--- src/rtl/module_dcf77_pulse_decoder.sv ---
// DCF77 pulse decoder: synchronise and debounce the receiver output, then
// turn pulse widths and gaps into bits, second strobes and minute sync.
module module_dcf77_pulse_decoder #(
    parameter int DEB_MS        = 4,
    parameter int MIN_PULSE_MS  = 40,
    parameter int BIT_THRESH_MS = 150,
    parameter int MAX_PULSE_MS  = 250,
    parameter int GAP_MS        = 1500,
    parameter int TIMEOUT_MS    = 2500
) (
    input  logic       qzt_clk,
    input  logic       reset,
    input  logic       ms_tick,
    input  logic       dcf_in,
    output logic       sec_pulse,
    output logic       bit_valid,
    output logic       bit_value,
    output logic [5:0] bit_index,
    output logic       minute_sync,
    output logic       synced,
    output logic       signal_err
);

    localparam int DW = $clog2(DEB_MS + 1);
    localparam logic [DW-1:0] DEB_LAST = DW'(DEB_MS - 1);
    localparam logic [11:0] MIN_W = 12'(MIN_PULSE_MS);
    localparam logic [11:0] THR_W = 12'(BIT_THRESH_MS);
    localparam logic [11:0] MAX_W = 12'(MAX_PULSE_MS);
    localparam logic [11:0] GAP_W = 12'(GAP_MS);
    localparam logic [11:0] TMO_W = 12'(TIMEOUT_MS);

    typedef enum logic [1:0] {IDLE, HIGH, LOW, LOST} state_t;

    state_t        state;
    logic          sync1, sync2;
    logic          filt, filt_d;
    logic [DW-1:0] deb_cnt;
    logic [11:0]   cnt;
    logic [11:0]   cnt_inc;
    logic          rise, fall;

    always_ff @(posedge qzt_clk or negedge reset) begin
        if (!reset) begin
            sync1 <= 1'b0;
            sync2 <= 1'b0;
        end else begin
            sync1 <= dcf_in;
            sync2 <= sync1;
        end
    end

    // Filter flips only after DEB_MS consecutive disagreeing ticks.
    always_ff @(posedge qzt_clk or negedge reset) begin
        if (!reset) begin
            filt    <= 1'b0;
            filt_d  <= 1'b0;
            deb_cnt <= '0;
        end else begin
            filt_d <= filt;
            if (ms_tick) begin
                if (sync2 != filt) begin
                    if (deb_cnt == DEB_LAST) begin
                        filt    <= sync2;
                        deb_cnt <= '0;
                    end else begin
                        deb_cnt <= deb_cnt + 1'b1;
                    end
                end else begin
                    deb_cnt <= '0;
                end
            end
        end
    end

    assign rise    = filt & ~filt_d;
    assign fall    = ~filt & filt_d;
    assign cnt_inc = (cnt == 12'hFFF) ? cnt : cnt + 12'd1;

    always_ff @(posedge qzt_clk or negedge reset) begin
        if (!reset) begin
            state       <= IDLE;
            cnt         <= '0;
            sec_pulse   <= 1'b0;
            bit_valid   <= 1'b0;
            bit_value   <= 1'b0;
            bit_index   <= '0;
            minute_sync <= 1'b0;
            synced      <= 1'b0;
            signal_err  <= 1'b0;
        end else begin
            sec_pulse   <= 1'b0;
            bit_valid   <= 1'b0;
            minute_sync <= 1'b0;
            unique case (state)
                IDLE, LOST: begin
                    if (rise) begin
                        state     <= HIGH;
                        sec_pulse <= 1'b1;
                        bit_index <= '0;
                        cnt       <= '0;
                    end
                end
                HIGH: begin
                    if (fall) begin
                        state <= LOW;
                        cnt   <= '0;
                        if (cnt >= MIN_W && cnt <= MAX_W) begin
                            bit_valid <= 1'b1;
                            bit_value <= (cnt >= THR_W);
                        end else begin
                            signal_err <= 1'b1;
                            synced     <= 1'b0;
                        end
                    end else if (rise) begin
                        cnt <= '0;
                    end else if (ms_tick) begin
                        if (cnt_inc >= TMO_W) begin
                            state      <= LOST;
                            cnt        <= '0;
                            synced     <= 1'b0;
                            signal_err <= 1'b1;
                        end else begin
                            cnt <= cnt_inc;
                        end
                    end
                end
                LOW: begin
                    if (rise) begin
                        state     <= HIGH;
                        cnt       <= '0;
                        sec_pulse <= 1'b1;
                        if (cnt >= GAP_W) begin
                            minute_sync <= 1'b1;
                            bit_index   <= '0;
                            synced      <= 1'b1;
                            signal_err  <= 1'b0;
                        end else if (bit_index == 6'd58) begin
                            signal_err <= 1'b1;
                            synced     <= 1'b0;
                            bit_index  <= '0;
                        end else begin
                            bit_index <= bit_index + 6'd1;
                        end
                    end else if (fall) begin
                        cnt <= '0;
                    end else if (ms_tick) begin
                        if (cnt_inc >= TMO_W) begin
                            state      <= LOST;
                            cnt        <= '0;
                            synced     <= 1'b0;
                            signal_err <= 1'b1;
                        end else begin
                            cnt <= cnt_inc;
                        end
                    end
                end
                default: state <= IDLE;
            endcase
        end
    end

endmodule

--- config.mk ---
export PLATFORM = sky130hd
export DESIGN_NAME = module_dcf77_pulse_decoder
export DESIGN_NICKNAME = d
export VERILOG_FILES = /design/src/rtl/module_dcf77_pulse_decoder.sv
export SDC_FILE = /design/constraint.sdc
export NUM_CORES = 1
export LEC_CHECK = 0
export CAP_MARGIN = 20
export CORE_MARGIN = 1
export CORE_UTILIZATION = 35
export CTS_CLUSTER_SIZE = 24
export DETAILED_ROUTE_END_ITERATION = 10
export PLACE_DENSITY = 0.56
export SYNTH_ARGS = -nofsm -noshare
export SYNTH_HDL_FRONTEND = slang
export SYNTH_SLANG_ARGS = --single-unit
export TNS_END_PERCENT = 5
--- constraint.sdc ---
create_clock -name qzt_clk -period 3 [get_ports qzt_clk]
set_input_delay 0.9 -clock qzt_clk [delete_from_list [all_inputs] [get_ports qzt_clk]]
set_output_delay 0.9 -clock qzt_clk [all_outputs]
set_load 0.1 [all_outputs]
# Word-level counts from Yosys, hierarchy flattened
# Cells that the tools add are included.
[totals]
regBits = 33
inputBits = 4
[op_classes]
n_addsub = 3
magnitude_cmp = 5
n_eq_ne = 13
mux = 52
bitwise_logic = 4
n_reduce_logical = 11
[op_table]
columns = ["op", "n"]
rows = [
  ["$mux 12", 8],
  ["$pmux 12 s3", 1],
  ["$mux 1", 26],
  ["$mux 6", 4],
  ["$mux 2", 7],
  ["$add 12x1->12 const B", 1],
  ["$eq 12x12->1 const B", 1],
  ["$ge 12x11->1 const B", 1],
  ["$ge 12x12->1 const B", 1],
  ["$ge 12x6->1 const B", 1],
  ["$ge 12x8->1 const B", 1],
  ["$le 12x8->1 const B", 1],
  ["$pmux 6 s2", 1],
  ["$reduce_and 3->1", 4],
  ["$ne 3x3->1 const B", 3],
  ["$add 6x1->6 const B", 1],
  ["$eq 6x6->1 const B", 1],
  ["$mux 3", 2],
  ["$pmux 2 s3", 1],
  ["$reduce_and 5->1", 1],
  ["$eq 2x2->1 const B", 2],
  ["$ne 2x2->1 const B", 2],
  ["$ne 4x4->1 const B", 1],
  ["$pmux 1 s2", 2],
  ["11 further kinds", 14],
]

# Longest topological paths before layout
# Gate-level depths: netlist (run 1).
[depth]
ltp_word = 8
mapped_depth = 10

# Worst setup path before layout (run 1)
# OpenSTA, ideal clock, no wires.
[synth_path]
path_type = "register -> register"
from = "reg bit_index[1]"
to = "reg signal_err"
setup_ns = 0.080
arrival_ns = 2.294
t_required_ns = 2.920
path_slack_ns = 0.626
stages_incl_launch_ff = 9
n_path_buf = 0
synth_period_minus_slack_ns = 2.374
cell_sequence = "dfrtp_1 > ha_1 > nand2_1 > nor3_1 > nor2_1 > o21a_1 > nor3_1 > a21boi_1 > a2bb2oi_1"
[synth_via]
elab_chain_len = 3
[synth_lines]
columns = ["element", "line", "source"]
rows = [
  ["start, declared", "18", "output logic [5:0] bit_index,"],
  ["start signal, assigned", "142", "bit_index <= bit_index + 6'd1;"],
  ["$eq 6x6->1", "137", "end else if (bit_index == 6'd58) begin"],
  ["$ne 4x4->1 (no source line)", "n/a", ""],
  ["$reduce_and 5->1 (no source line)", "n/a", ""],
  ["end signal, assigned", "136", "signal_err <= 1'b0;"],
  ["end signal, assigned", "138", "signal_err <= 1'b1;"],
  ["end signal, assigned", "151", "signal_err <= 1'b1;"],
  ["end, declared", "21", "output logic signal_err"],
]
# No other way between the ends.
# A chain may end at the register's enable or synchronous reset.

# Worst setup path in the final report (run 1)
[layout_path]
from = "reg cnt[1]"
to = "reg cnt[1]"
[layout_via]
elab_chain_len = 8
word_cells_on_any_way = 11
classes_between = "add/sub (1); order compare (1); eq/ne (1); mux (8)"
[layout_lines]
columns = ["element", "line", "source"]
rows = [
  ["start, declared", "38", "logic [11:0] cnt;"],
  ["start signal, assigned", "123", "cnt <= cnt_inc;"],
  ["start signal, assigned", "153", "cnt <= cnt_inc;"],
  ["$add 12x1->12 or $eq 12x12->1 (tied branches)", "77", "assign cnt_inc = (cnt == 12'hFFF) ? cnt : cnt + 12'd1;"],
  ["$mux 12", "77", ""],
  ["$ge 12x12->1", "117, 147", ""],
  ["$mux 12", "117, 147", ""],
  ["$mux 12 (*)", "146", "end else if (ms_tick) begin"],
  ["$mux 12, on equally long branches", "144, 114", ""],
  ["$mux 12, on equally long branches", "128, 104", ""],
  ["$pmux 12 s3 (*)", "94", "unique case (state)"],
]
# Mark *: on every way between the ends. The rest lies on a longest branch, timed or not.

==> out/results.ini, run 1 <==
[grt]
antenna_found_initial=0
grt_pass1_vias=1757
grt_pass1_wl_um=8470
grtUsageMet1_pct=23.2
grt-busiest-layer=met2
grtUsageMet3_pct=3.93
grtUsageTotal_pct=17.0
use_met2_pct=26.3
grt_overflow=0
grt_start_max_net_pins=34

[min_path]
holdPathStages=0
hp-start=sync1$_DFF_PN0_
hold_path_end=sync2$_DFF_PN0_
worstHoldPathType=flip-flop to flip-flop

[cts]
ctsLongestPathBuffers=2
clock-sinks=33
insertion_delay_ps=290
ctsResizeCount=0
cts_made_buffers=5
h-tree-depth=2
root_buffer=clkbuf_8
path_clk_slew_ps=70
tritoncts=built
cts_setup_buffers=0
cts_hold_buf=0

[routing]
drt-pass1-iter-count=5
vias=1838
vias_per_cell=5.62
final_antenna_net_count=0
drcViolationCount=0
drt_iter0_drc=184
wl_um=5030
detail_route.wl_per_cell_um=15.4

[synth]
synth_seq_cells=33
synth-edff-count=0
syn_nets=253
synthCells=242
synth.avg_cell_area_sq_um=9.08
async_flop_share_pct=100
yosys_warnings=0
netlist_area_sq_um=2200
ys_seq_area_share_pct=37.6
ys_types=60
synthFlopType=dfrtp_1

[floorplan]
io_pins=16
die_w_um=81.2
initial_core_util_pct=36.7
fp.dieH_um=81.2
core_area_sq_um=5990
dieArea_sq_um=6600
row_count=28

[worst_setup_path]
max_stage_delay_ps=470
critPathRequiredTime_ps=3180
critPathCaptureType=flip-flop
setup.worst_path.class=flip-flop to flip-flop
reg2reg_setup_slack_ps=230
crit_path_start_kind=flip-flop
crit_chain=ha_1, and4_1, nand4_1, mux2_4, o32ai_4, a211oi_2, buf_4, and2_4, a22o_1
reg2reg_depth=9
r2r_start=cnt[1]$_DFFE_PN0P_
r2r-end=cnt[1]$_DFFE_PN0P_
cp_slowest_cell=dfrtp_1
worstPathMaxFanout=11
arrival_ps=2950

[pwr]
leakagePower_uw=0.000997
power.density_nw_per_um2=698
total_power_uw=1690
max-vdd-ir-drop_mv=0.434

[final_layout]
final_common_cell=dfrtp_1
nets=263
final_layout_size_suffix_gt1_share_pct=16.7
antenna_cells=0
fill_cells=592
multi_input_area_sq_um=1220
synthToLayoutAreaGrowth_pct=10.4
final_cell_mix=dfrtp_1 (33), nand2_1 (25), buf_4 (17)
seqCellArea_sq_um=826

[sta]
rsz0062_at_grt=false
tightest_slew_ps=767
fin_setup_tns_ps=0
slew_viol_final=0
hold_violations=0
slew_headroom_pct=48.8
period_minus_slack_ps=2770
setup_viol=0
fmax_ghz=0.360
fin_crit_sh_pct=92.5
fin_worst_skew_ps=4.98

[run]
cap_viol_max_count=0

[run_status]
status=finished clean

[placed_design]
portBuffers=15
dp_hpwl_um=3550
gp_congestion=0.882

## metal layers
metal	routed length, um	vias to the layer above
met1	2420	873
met4	82	0
met2	2270	52
li1	-	906
met3	258	7
met5	0	-
## worst max-delay path: cells and delay by family, from the launching register on
kind                       cells  cell delay, ps
muxes                          1             350
AOI/OAI and AO/OA              3             650
buffers and inverters          1             190
adders and majority gates      1             330
and+or+nand+nor                3             670
DFF                            1             470
## stage by stage
step	instances	instance area [sq um]	worst slack [ps]	util [%]	hold WS, ps
global route	327	2420	68.3	40.5	369
finish	327	2420	225	40.5	357
CTS	327	2420	242	40.5	357
global placement	320	2330	353	39.0	331
detailed placement	320	2330	264	39.0	340
floorplan	242	2200	626	-	331
## cell type report
class | instances | area share, %
Clock buffer | 6 | 3.41
Multi-Input combinational cell | 180 | 50.2
Timing Repair Buffer | 20 | 6.30
Sequential cell | 33 | 34.1
Clock inverter | 1 | 0.310
Tap cell | 75 | 3.87
Inverter | 12 | 1.86
## kinds of logic (layout without fill, tap and decap cells)
logic type,after synthesis,after routing,synth area share (%)
fa+ha+maj,7,7,3.99
mux,6,6,3.07
simple gates,95,95,22.4
xor+xnor,3,3,1.54
buf+inv,29,39,7.00
flops,33,33,37.6
compound gates,69,69,24.4
## sequential cells by signal (all words and copies together), names as in the netlist, 2 cells and up
| register | cells |
|---|---|
| cnt | 12 |
| bit_index | 6 |
| state | 2 |
| deb_cnt | 3 |
## power breakdown
group	leakage, uW	internal (uW)	switching, uW
registers	0.000438	508	74.7
logic	0.000516	245	514
clock network	0.0000433	181	171
## synthesized netlist by cell type (all sizes together) (3+ instances only)
master / number / area [sq um]
o21ai: 16 / 80.1
o311ai: 3 / 41.3
buf: 13 / 93.8
o2111ai: 3 / 26.3
a31oi: 8 / 50.1
dfrtp: 33 / 826
nor2: 15 / 56.3
nor3: 9 / 45.0
mux2: 3 / 37.5
a21oi: 9 / 45.0
clkbuf: 4 / 15.0
inv: 12 / 45.0
and3: 3 / 18.8
nand2b: 6 / 37.5
mux2i: 3 / 30.0
nand3: 11 / 60.1
o31ai: 3 / 22.5
ha: 7 / 87.6
a31o: 3 / 26.3
nand4: 6 / 37.5
nor2b: 3 / 18.8
a22o: 3 / 26.3
and4: 3 / 26.3
nand2: 26 / 100
and2: 6 / 40.0
## worst max-delay path by stage
| stage | startpoint | end | slack, ps | cells past startpoint |
|---|---|---|---|---|
| 2_1_floorplan | bit_index[1]$_DFFE_PN0P_ | signal_err$_DFFE_PN0P_ | 630 | 8 |
| 3_3_place_gp | cnt[1]$_DFFE_PN0P_ | cnt[8]$_DFFE_PN0P_ | 350 | 9 |
| 3_5_place_dp | cnt[1]$_DFFE_PN0P_ | cnt[10]$_DFFE_PN0P_ | 260 | 9 |
| 4_1_cts | cnt[1]$_DFFE_PN0P_ | cnt[1]$_DFFE_PN0P_ | 240 | 9 |
| 5_1_grt | cnt[1]$_DFFE_PN0P_ | cnt[2]$_DFFE_PN0P_ | 70 | 8 |
| 6_report | cnt[1]$_DFFE_PN0P_ | cnt[1]$_DFFE_PN0P_ | 230 | 9 |
(Power assumes the default switching activity.)
==> run 2: changes to the inputs <==
--- a/config.mk
+++ b/config.mk
@@ -11,6 +11,7 @@
 export CTS_CLUSTER_SIZE = 24
 export DETAILED_ROUTE_END_ITERATION = 10
 export PLACE_DENSITY = 0.56
+export SETUP_SLACK_MARGIN = 0.05
 export SYNTH_ARGS = -nofsm -noshare
 export SYNTH_HDL_FRONTEND = slang
 export SYNTH_SLANG_ARGS = --single-unit
==> results of run 2 <==
No change in the layout: final DEF, timing and power equal those of run 1.
